$ cat src/rtl/bnn_xnor_popcount_scan_pkg.sv
// Shared constants, state encoding and weight bit-index convention for the
// binarized XNOR/popcount window scanner and its weight memory writer.
package bnn_xnor_popcount_scan_pkg;

    localparam int CH    = 4;
    localparam int WIN   = 9;
    localparam int CNT_W = 6;
    localparam int POS_W = 4;
    localparam int SEL_W = 2;
    localparam int WT_W  = CH * WIN;
    localparam int IDX_W = 6;

    typedef enum logic [1:0] {
        IDLE = 2'd0,
        RUN  = 2'd1,
        DONE = 2'd2
    } state_t;

    // Weight bit for position p, channel c lives at p*CH+c.
    function automatic logic [IDX_W-1:0] weight_idx(input logic [POS_W-1:0] p,
                                                    input logic [SEL_W-1:0] c);
        return IDX_W'(p) * IDX_W'(CH) + IDX_W'(c);
    endfunction

endpackage

$ cat src/rtl/bnn_scan_index_counter.sv
// Nested channel (inner) / position (outer) counter for the window scan.
// Wraps back to c=0, p=0 after the last step, so idle outputs read as zero.
module bnn_scan_index_counter
    import bnn_xnor_popcount_scan_pkg::*;
(
    input  logic             clk,
    input  logic             rst_n,
    input  logic             clr,
    input  logic             en,
    output logic [SEL_W-1:0] c,
    output logic [POS_W-1:0] p,
    output logic             last
);

    logic [SEL_W-1:0] c_reg;
    logic [POS_W-1:0] p_reg;
    logic             c_wrap;
    logic             p_wrap;

    assign c_wrap = (c_reg == SEL_W'(CH - 1));
    assign p_wrap = (p_reg == POS_W'(WIN - 1));

    always_ff @(posedge clk) begin
        if (!rst_n || clr) begin
            c_reg <= '0;
            p_reg <= '0;
        end else if (en) begin
            if (c_wrap) begin
                c_reg <= '0;
                p_reg <= p_wrap ? '0 : p_reg + POS_W'(1);
            end else begin
                c_reg <= c_reg + SEL_W'(1);
            end
        end
    end

    assign c    = c_reg;
    assign p    = p_reg;
    assign last = c_wrap && p_wrap;

endmodule

$ cat src/rtl/bnn_xnor_popcount_scan.sv
// Scans one CH x WIN binary window through the 4:1 channel mux, XNORs each
// bit against the latched weight, popcounts the matches and thresholds them.
module bnn_xnor_popcount_scan
    import bnn_xnor_popcount_scan_pkg::*;
(
    input  logic             clk,
    input  logic             rst_n,
    input  logic             start,
    input  logic [WT_W-1:0]  weight,
    input  logic [CNT_W-1:0] thr,
    output logic [SEL_W-1:0] sel,
    output logic [POS_W-1:0] pos_idx,
    input  logic             in_bit,
    output logic             busy,
    output logic             valid,
    output logic             act,
    output logic [CNT_W-1:0] count
);

    state_t           state_reg,  state_next;
    logic [WT_W-1:0]  weight_reg, weight_next;
    logic [CNT_W-1:0] thr_reg,    thr_next;
    logic [CNT_W-1:0] acc_reg,    acc_next;
    logic [CNT_W-1:0] count_reg,  count_next;
    logic             act_reg,    act_next;
    logic             valid_reg,  valid_next;

    logic             cnt_clr;
    logic             cnt_en;
    logic             cnt_last;
    logic [SEL_W-1:0] cnt_c;
    logic [POS_W-1:0] cnt_p;
    logic             match;

    bnn_scan_index_counter u_index (
        .clk   (clk),
        .rst_n (rst_n),
        .clr   (cnt_clr),
        .en    (cnt_en),
        .c     (cnt_c),
        .p     (cnt_p),
        .last  (cnt_last)
    );

    // in_bit is combinational from sel/pos_idx and consumed in the same cycle.
    assign match = ~(in_bit ^ weight_reg[weight_idx(cnt_p, cnt_c)]);

    always_comb begin
        state_next  = state_reg;
        weight_next = weight_reg;
        thr_next    = thr_reg;
        acc_next    = acc_reg;
        count_next  = count_reg;
        act_next    = act_reg;
        valid_next  = 1'b0;
        cnt_clr     = 1'b0;
        cnt_en      = 1'b0;

        unique case (state_reg)
            IDLE: begin
                if (start) begin
                    weight_next = weight;
                    thr_next    = thr;
                    acc_next    = '0;
                    cnt_clr     = 1'b1;
                    state_next  = RUN;
                end
            end
            RUN: begin
                cnt_en   = 1'b1;
                acc_next = acc_reg + CNT_W'(match);
                if (cnt_last) begin
                    state_next = DONE;
                end
            end
            DONE: begin
                valid_next = 1'b1;
                count_next = acc_reg;
                act_next   = (acc_reg >= thr_reg);
                state_next = IDLE;
            end
            default: begin
                state_next = IDLE;
            end
        endcase
    end

    always_ff @(posedge clk) begin
        if (!rst_n) begin
            state_reg  <= IDLE;
            weight_reg <= '0;
            thr_reg    <= '0;
            acc_reg    <= '0;
            count_reg  <= '0;
            act_reg    <= 1'b0;
            valid_reg  <= 1'b0;
        end else begin
            state_reg  <= state_next;
            weight_reg <= weight_next;
            thr_reg    <= thr_next;
            acc_reg    <= acc_next;
            count_reg  <= count_next;
            act_reg    <= act_next;
            valid_reg  <= valid_next;
        end
    end

    assign sel     = cnt_c;
    assign pos_idx = cnt_p;
    assign busy    = (state_reg != IDLE);
    assign valid   = valid_reg;
    assign act     = act_reg;
    assign count   = count_reg;

endmodule

$ cat config.mk
export PLATFORM = sky130hd
export DESIGN_NAME = bnn_xnor_popcount_scan
export DESIGN_NICKNAME = d
export VERILOG_FILES = /design/src/rtl/bnn_xnor_popcount_scan_pkg.sv /design/src/rtl/bnn_scan_index_counter.sv /design/src/rtl/bnn_xnor_popcount_scan.sv
export SDC_FILE = /design/constraint.sdc
export NUM_CORES = 1
export LEC_CHECK = 0
export CAP_MARGIN = 20
export CORE_MARGIN = 2
export CORE_UTILIZATION = 53
export CTS_BUF_LIST = sky130_fd_sc_hd__clkbuf_4 sky130_fd_sc_hd__clkbuf_8 sky130_fd_sc_hd__clkbuf_16
export CTS_CLUSTER_DIAMETER = 150
export DETAILED_ROUTE_END_ITERATION = 6
export GPL_ROUTABILITY_DRIVEN = 0
export PLACE_DENSITY = 0.93
export SLEW_MARGIN = 30
export SYNTH_ARGS = -nofsm -noshare
export SYNTH_HDL_FRONTEND = slang
export SYNTH_SLANG_ARGS = --single-unit
$ cat constraint.sdc
create_clock -name clk -period 4.65 [get_ports clk]
set_input_delay 1.1625 -clock clk [delete_from_list [all_inputs] [get_ports clk]]
set_output_delay 1.1625 -clock clk [all_outputs]
set_load 0.03 [all_outputs]
# --- Word-level counts from Yosys, hierarchy flattened ---
# Index checks and enable logic that the tools add are counted.
totals:
  regBits: 64
  input_bits: 46
  output_inout_bits: 15
  wordCells: 46
classes:
  addsub: 4
  order_cmp: 2
  n_eq_ne: 6
  n_mux: 13
  bitwise_logic: 2
  reduce_logical: 10
op_table:
  columns: ["cell", "n"]
  rows:
  - ["case mux 6 bit (2 select lines)", 1]
  - ["AND reduction 2 bit", 4]
  - ["less-than comparator 6 x 7 -> 1 bit, second input constant", 1]
  - ["adder 6 x 1 -> 6 bit", 1]
  - ["adder 6 x 2 -> 6 bit", 1]
  - ["binary-select mux 1 bit (select 6 bit)", 1]
  - ["greater-or-equal comparator 6 bit", 1]
  - ["two-way mux 2 bit", 3]
  - ["two-way mux 6 bit", 1]
  - ["two-way mux 1 bit", 5]
  - ["adder 4 x 1 -> 4 bit, second input constant", 1]
  - ["equality test 2 bit, second input constant", 2]
  - ["equality test 4 bit, second input constant", 1]
  - ["two-way mux 4 bit", 1]
  - ["!= test 2 bit, second input constant", 2]
  - ["case mux 2 bit (2 select lines)", 1]
  - ["nonzero test 2 bit", 2]
  - ["adder 2 x 1 -> 2 bit, second input constant", 1]
  - ["equality test 2 x 1 -> 1 bit, second input constant", 1]
  - ["zero test 2 bit", 1]
  - ["logical AND 1 bit", 1]
  - ["zero test 1 bit", 1]
  - ["logical OR 1 bit", 1]
  - ["NOT 1 bit", 1]
  - ["bitwise XOR 1 bit", 1]

# --- Logic depth before layout (Yosys ltp) ---
# Gate-level depths: netlist of run 1.
logic_depth:
  ltp_word: 7
  depth_mapped: 13
  depth_no_buf: 12

# --- Hierarchy ---
# Synthesis of run 1 repeated with hierarchy kept, for this count alone.
unflattened:
  hier_cells: 343
  hier_area_um2: 2997.9
by_module_without_submodules:
  columns: ["mod", "n_inst", "cells_each", "area_each_um2"]
  rows:
  - ["bnn_xnor_popcount_scan", 1, 306, 2685.1]
  - ["bnn_scan_index_counter", 1, 37, 312.8]

# --- Worst setup path after synthesis of run 1 ---
# Ideal clock, no wire load.
synth_path:
  path_kind: "register -> register"
  from: "register u_index.c_reg[0] (netlist: u_index.c[0])"
  to: "register acc_reg[4]"
  arrival_ns: 2.865
  t_required_ns: 4.535
  path_slack_ns: 1.670
  path_stages_with_launch: 13
  period_less_slack_ns: 2.980
  path_cell_list: "dfxtp_1 -> buf_6 -> mux4_2 -> mux2_4 -> a22oi_2 -> a31oi_1 -> a21oi_1 -> xor2_1 -> ha_1 -> ha_1 -> nand4_1 -> and3_1 -> o21a_1"
synth_via:
  elab_chain_len: 7
synth_lines:
  columns: ["item", "line", "text"]
  rows:
  - ["start, declared", "bnn_scan_index_counter.sv:15", "logic [SEL_W-1:0] c_reg;"]
  - ["start signal, assigned", "bnn_scan_index_counter.sv:32", "c_reg <= c_reg + SEL_W'(1);"]
  - ["adder 6 x 2 -> 6 bit", "bnn_xnor_popcount_scan_pkg.sv:22", "return IDX_W'(p) * IDX_W'(CH) + IDX_W'(c);"]
  - ["binary-select mux 1 bit (select 6 bit)", "bnn_xnor_popcount_scan.sv:46", "assign match = ~(in_bit ^ weight_reg[weight_idx(cnt_p, cnt_c)]);"]
  - ["two-way mux 1 bit (not written as such)", "bnn_xnor_popcount_scan.sv:46", null]
  - ["bitwise XOR 1 bit", "bnn_xnor_popcount_scan.sv:46", null]
  - ["NOT 1 bit", "bnn_xnor_popcount_scan.sv:46", null]
  - ["adder 6 x 1 -> 6 bit", "bnn_xnor_popcount_scan.sv:71", "acc_next = acc_reg + CNT_W'(match);"]
  - ["case mux 6 bit (2 select lines)", "bnn_xnor_popcount_scan.sv:59", "unique case (state_reg)"]
  - ["end signal, assigned", "bnn_xnor_popcount_scan.sv:101", "acc_reg <= acc_next;"]
  - ["end, declared", "bnn_xnor_popcount_scan.sv:23", "logic [CNT_W-1:0] acc_reg, acc_next;"]
# Every way passes these cells. The select of a mux whose other input is x is not followed.
# A chain may end at the register's enable or synchronous reset.

# --- Worst setup path in the final report of run 1 ---
# Ends and elaborated chain as after synthesis.

==> flow_summary.toml, run 1 <==
[status]
status = "finished, final reports clean"

[cts]
cts_hold_buf = 0
h-tree-depth = 3
cts_tree = "yes"
cts_setup_buffers = 0
cts_buffer_depth = 2
clk_pin_slew_ns = 0.07
cts.sinks = 64
numCtsBuffers = 9
clk_latency_ns = 0.33
root_buffer = "clkbuf_8"
cts_resized = 0

[layout]
multi_input_area_mm2 = 0.00156
postLayoutCellArea_mm2 = 0.00381
seqCellArea_mm2 = 0.00128
layout_commonest_cell = "nand2_1"
final_cell_mix = "nand2_1, dfxtp_1, clkdlybuf4s50_1, a21boi_0, clkbuf_8"
drive_above_1_share = 0.0630
fillers = 387
area_delta_synth_final_pct = 29.0
num_antenna_cells = 0
nNetsFinal = 449
largest_reg_flops = 36

[critical_path]
crit_path_max_incr_delay_ns = 0.72
cp.depth = 11
cp.buffers_inverters = 0
reg2reg_depth = 11
arrival_ns = 3.49
path_max_fanout = 13
worstSetupStartpointType = "flip-flop"
path_class = "reg2reg"
crit_chain = "mux4_1 -> mux2_4 -> a22oi_2 -> a31oi_1 -> a21oi_1 -> xor2_1 -> ha_1 -> ha_1 -> nand4_1 -> and3_1 -> o21a_1"
cpMostUsedCell = "ha_1"
worstPathRequired_ns = 4.88
path_delay_family = "multiplexers"
slowest_stage = "dfxtp_1"
end_kind = "flip-flop"

[power_and_ir_drop]
leakagePower_nw = 1.47
p_per_area_mw_per_mm2 = 325
irDropWorstVdd_uv = 227

[detailed_routing]
via_count = 2512
drc_errors = 0
viasPerCell = 5.36
firstDrtPassIters = 4
wl_per_cell_um = 14.0
drt_iter0_drc = 230
ant_nets = 0
routed_wirelength_um = 6570

[floorplanning]
die_h_um = 78.7
rows = 27
core_area_mm2 = 0.00544
ios = 61
dieArea_mm2 = 0.00619
start_util = 0.543
die_x_um = 78.7

[global_routing]
grt_pass1_wl_um = 10700
grt_max_degree = 31
grt_overflow = 0
grt_pass1_vias = 2440
antenna_found_initial = 0
grt_usage = 0.225

[job]
max_cap_viol_count = 0

[yosys]
synth-compound-area-share = 0.181
syn_nets = 394
synthMuxAreaShare = 0.0906
syn_area_mm2 = 0.00296
synth_xor_area_frac = 0.00296
synth.avg_cell_area_um2 = 8.77
yosysUniqueCellTypes = 35
synth_fa_ha_area_frac = 0.0466
synth_cells = 337
synth-seq-cells = 64
yosysSeqAreaShare = 0.434
yosys.area_share.simple = 0.205
synth_top_family_by_area = "simple AND/OR/NAND/NOR gates"
yosysWarnings = 0

[place]
dpl.hpwl_um = 4700
placed_cell_area_mm2 = 0.00359
numPortBuffers = 60

[hold_path]
min_path_type = "reg2reg"
min_path_cells = 2

[sta]
finClkSkew_ns = 0.00703
rsz0062_at_grt = "no"
hold_viol_final = 0
tns_ns = 0
period_minus_slack_ns = 3.26
slew_violations = 0
fmax_ghz = 0.306
worst_pin_slew_ns = 0.701
fin_crit_sh = 0.702
setup_viol = 0
slew_headroom = 0.531
-- worst paths after layout --
check | from | slack [ns] | endpoint
setup / recovery | u_index.c[0]$_SDFFE_PP0P_ | 1.39 | acc_reg[4]$_SDFFE_PN0P_
hold / removal | weight_reg[29]$_SDFFE_PN0P_ | 0.46 | weight_reg[29]$_SDFFE_PN0P_
setup reg to reg | u_index.c[0]$_SDFFE_PP0P_ | 1.39 | acc_reg[4]$_SDFFE_PN0P_
hold reg to reg | weight_reg[29]$_SDFFE_PN0P_ | 0.46 | weight_reg[29]$_SDFFE_PN0P_
-- logic make-up after synthesis --
logic type	after synthesis
AO/OA/AOI/OAI	75
XOR/XNOR	1
adder cells (fa/ha/maj)	11
buffers and inverters	29
flip-flops	64
multiplexers	12
AND/OR/NAND/NOR	145
-- layer usage --
metal,share of wire,global-route usage,vias to the layer above
met5,0,0,-
met4,0.016,0.107,0
met3,0.050,0.0437,9
met2,0.51,0.385,85
met1,0.42,0.270,1168
li1,-,-,1250
-- power breakdown --
group	internal, mW	leakage [nW]	switching [mW]
Clock	0.312	0.116	0.204
Combinational	0.0738	0.827	0.0620
Sequential	0.572	0.523	0.0165
Total	0.958	1.47	0.283
-- area by class of cell --
type / count / share of cell area
repair buffers: 64 / 0.165
well taps: 72 / 0.0236
inverters: 9 / 0.00886
clock inverters: 2 / 0.00919
clock buffers: 14 / 0.0489
flip-flops and latches: 64 / 0.336
multi-input cells: 244 / 0.408
-- cells in the mapped netlist --
cell type / number / area share
clkbuf_1: 17 / 0.022
buf_4: 1 / 0.0025
xor2_1: 1 / 0.0030
mux2i_1: 2 / 0.0068
and2_1: 5 / 0.011
nand3_1: 4 / 0.0068
buf_6: 1 / 0.0038
or3_1: 1 / 0.0021
a21boi_0: 51 / 0.13
ha_1: 11 / 0.047
nand4_1: 2 / 0.0042
o211ai_1: 1 / 0.0025
a221oi_1: 1 / 0.0030
a22oi_2: 1 / 0.0042
a21oi_1: 8 / 0.014
and3_1: 2 / 0.0042
nor2_1: 12 / 0.015
nor2b_1: 3 / 0.0064
and3b_1: 1 / 0.0030
dfxtp_1: 64 / 0.43
o31a_1: 1 / 0.0030
o21ai_0: 6 / 0.010
mux4_2: 1 / 0.0076
buf_1: 1 / 0.0013
o21a_1: 3 / 0.0076
and4b_2: 1 / 0.0038
a21o_1: 1 / 0.0025
nand2b_1: 3 / 0.0064
a22oi_1: 1 / 0.0025
mux4_1: 8 / 0.071
inv_1: 9 / 0.011
mux2_4: 1 / 0.0051
nand2_1: 108 / 0.14
a31oi_1: 1 / 0.0021
nor3_1: 3 / 0.0051
-- worst register-to-register path, stage by stage (launching register included) --
cell and delay (ns):
dfxtp_1 0.72, mux4_1 0.63, mux2_4 0.28, a22oi_2 0.18
a31oi_1 0.11, a21oi_1 0.20, xor2_1 0.16, ha_1 0.19
ha_1 0.17, nand4_1 0.11, and3_1 0.22, o21a_1 0.18
-- metrics by stage --
stage	worst slack [ns]	power [mW]	utilization	instances	hold slack (ns)
after global placement	1.53	0.729	0.660	453	0.448
after CTS	1.38	1.24	0.701	469	0.462
after floorplan	1.67	0.673	-	337	0.439
final	1.39	1.24	0.701	469	0.460
after detailed placement	1.39	0.736	0.660	453	0.453
after global routing	1.17	1.28	0.701	469	0.473
(Power assumes the default switching activity.)
==> run 2, diff against run 1 <==
--- a/config.mk
+++ b/config.mk
@@ -7,12 +7,12 @@
 export LEC_CHECK = 0
 export CAP_MARGIN = 20
 export CORE_MARGIN = 2
-export CORE_UTILIZATION = 53
+export CORE_UTILIZATION = 46
 export CTS_BUF_LIST = sky130_fd_sc_hd__clkbuf_4 sky130_fd_sc_hd__clkbuf_8 sky130_fd_sc_hd__clkbuf_16
 export CTS_CLUSTER_DIAMETER = 150
 export DETAILED_ROUTE_END_ITERATION = 6
 export GPL_ROUTABILITY_DRIVEN = 0
-export PLACE_DENSITY = 0.93
+export PLACE_DENSITY = 0.87
 export SLEW_MARGIN = 30
 export SYNTH_ARGS = -nofsm -noshare
 export SYNTH_HDL_FRONTEND = slang
==> constraint.sdc (replaced) <==
create_clock -name clk -period 2.6 [get_ports clk]
set_input_delay 0.65 -clock clk [delete_from_list [all_inputs] [get_ports clk]]
set_output_delay 0.65 -clock clk [all_outputs]
set_load 0.03 [all_outputs]
==> flow_summary.toml, run 2 (synthesis gave the netlist of run 1 again) <==
[status]
status = "finished with violations"
violations = "negative setup slack"

[global_routing]
grt_max_degree = 60
grt_usage = 0.205
grt_overflow = 0
grt_pass1_vias = 2603
antenna_found_initial = 0
grt_pass1_wl_um = 11500

[critical_path]
cp.depth = 10
r2r_end = "acc_reg[5]$_SDFFE_PN0P_"
cp.buffers_inverters = 0
arrival_ns = 3.05
path_max_fanout = 6
end_kind = "flip-flop"
slowest_stage = "mux4_2"
worstPathRequired_ns = 2.88
path_class = "reg2reg"
crit_start = "u_index.c[0]$_SDFFE_PP0P_"
path_delay_family = "multiplexers"
regToRegSetupSlack_ns = -0.17
crit_path_max_incr_delay_ns = 0.51
crit_end = "acc_reg[5]$_SDFFE_PN0P_"
reg2reg_depth = 10
worstReg2RegStart = "u_index.c[0]$_SDFFE_PP0P_"
worstSetupStartpointType = "flip-flop"
crit_chain = "mux4_2 -> mux2_4 -> a22oi_2 -> a31oi_1 -> a21oi_1 -> xor2_1 -> ha_2 -> nand4_1 -> or3_1 -> a21boi_1"

[floorplanning]
rows = 29
start_util = 0.471
dieArea_mm2 = 0.00708
die_h_um = 84.2
core_area_mm2 = 0.00628
ios = 61
die_x_um = 84.2

[cts]
clk_latency_ns = 0.35
cts_tree = "yes"
cts_buffer_depth = 2
root_buffer = "clkbuf_8"
clk_pin_slew_ns = 0.07
h-tree-depth = 3
cts.sinks = 64
numCtsBuffers = 9

[power_and_ir_drop]
p_int_mw = 1.57
p_clk_frac = 0.370
p_per_area_mw_per_mm2 = 531
p_switching_mw = 0.513
p_sw_frac = 0.246
irDropWorstVdd_uv = 296
pwr-share-comb = 0.127
leakagePower_nw = 1.52
seqPwrFrac = 0.503

[hold_path]
min_path_type = "reg2reg"

[layout]
drive_above_1_share = 0.117
post-route-util = 0.626
postLayoutCellArea_mm2 = 0.00393
num_antenna_cells = 0
final_cell_mix = "nand2_1, dfxtp_1, clkdlybuf4s50_1, a21boi_0, buf_4"
area_delta_synth_final_pct = 33.0
largest_reg_flops = 36
nNetsFinal = 464
layout_commonest_cell = "nand2_1"

[sta]
hold_viol_final = 0
slew_violations = 0
fmax_ghz = 0.361
worst_pin_slew_ns = 0.500
layout_setup_ws_ns = -0.166
finClkSkew_ns = 0.00532
period_minus_slack_ns = 2.77
setup_viol = 4
rsz0062_at_grt = "yes"
tns_ns = -0.434
hold_ws_ns = 0.458
fin_crit_sh = 1.06
slew_headroom = 0.666

[place]
dpl.hpwl_um = 4800
placed_cell_area_mm2 = 0.00371
numPortBuffers = 60

[detailed_routing]
routed_wirelength_um = 6630
drc_errors = 0
via_count = 2577
drt_iter0_drc = 147
firstDrtPassIters = 5
viasPerCell = 5.27
ant_nets = 0
wl_per_cell_um = 13.6

[job]
max_cap_viol_count = 0
run 2: worst min-delay path by stage:
| stage | start | end | slack (ns) | cells past startpoint |
|---|---|---|---|---|
| final | weight_reg[13]$_SDFFE_PN0P_ | weight_reg[13]$_SDFFE_PN0P_ | 0.46 | 2 |
| after global routing | weight_reg[13]$_SDFFE_PN0P_ | weight_reg[13]$_SDFFE_PN0P_ | 0.48 | 2 |
| after CTS | weight_reg[13]$_SDFFE_PN0P_ | weight_reg[13]$_SDFFE_PN0P_ | 0.46 | 2 |
| after detailed placement | weight_reg[13]$_SDFFE_PN0P_ | weight_reg[13]$_SDFFE_PN0P_ | 0.45 | 2 |
| after global placement | weight_reg[7]$_SDFFE_PN0P_ | weight_reg[7]$_SDFFE_PN0P_ | 0.45 | 2 |
| after floorplan | weight_reg[17]$_SDFFE_PN0P_ | weight_reg[17]$_SDFFE_PN0P_ | 0.44 | 2 |
run 2: layout make-up:
cell class / instances / area (µm²)
fillers: 511 / 2350
repair buffers: 79 / 768
multi-input cells: 244 / 1570
clock inverters: 3 / 16.3
clock buffers: 13 / 160
inverters: 9 / 33.8
well taps: 77 / 96.3
flip-flops and latches: 64 / 1280
run 2: per-stage QoR:
stage	setup WS, ns	power, mW	std cells
2_1_floorplan	-0.111	1.20	337
3_3_place_gp	-0.0978	1.32	468
3_5_place_dp	-0.182	1.33	468
4_1_cts	-0.122	2.10	489
5_1_grt	-0.263	2.18	489
6_report	-0.166	2.09	489
run 2: power groups by stage:
stage	Sequential, mW	Combinational (mW)	Clock [mW]
finish	1.05	0.265	0.772
global route	1.05	0.295	0.835
CTS	1.05	0.266	0.788
detailed placement	1.07	0.258	0
global placement	1.07	0.250	0
floorplan	1.06	0.141	0
run 2: repair_timing:
item	in CTS	in global routing
endpoints found under the setup margin	4	4
hold endpoints to repair	0	0
gates resized for setup	6	2
hold buffers	0	0
setup buffers	5	0
pin swaps	2	3
run 2: tightest hold or removal path: stages (launching register included):
cell	delay [ns]
dfxtp_1	0.31
nand2_1	0.04
a21boi_0	0.06
run 2: routing by layer:
layer / global-route usage / vias to the layer above / wire length (µm)
li1: - / 1281 / -
met3: 0.0718 / 20 / 409
met1: 0.241 / 1201 / 2820
met5: 0 / - / 0
met4: 0.0968 / 0 / 178
met2: 0.334 / 75 / 3220
==> run 3, diff against run 2 <==
--- a/config.mk
+++ b/config.mk
@@ -12,6 +12,7 @@
 export CTS_CLUSTER_DIAMETER = 150
 export DETAILED_ROUTE_END_ITERATION = 6
 export GPL_ROUTABILITY_DRIVEN = 0
+export HOLD_SLACK_MARGIN = 0.05
 export PLACE_DENSITY = 0.87
 export SLEW_MARGIN = 30
 export SYNTH_ARGS = -nofsm -noshare
==> results of run 3 <==
No change in the layout: final DEF, timing and power equal those of run 2.
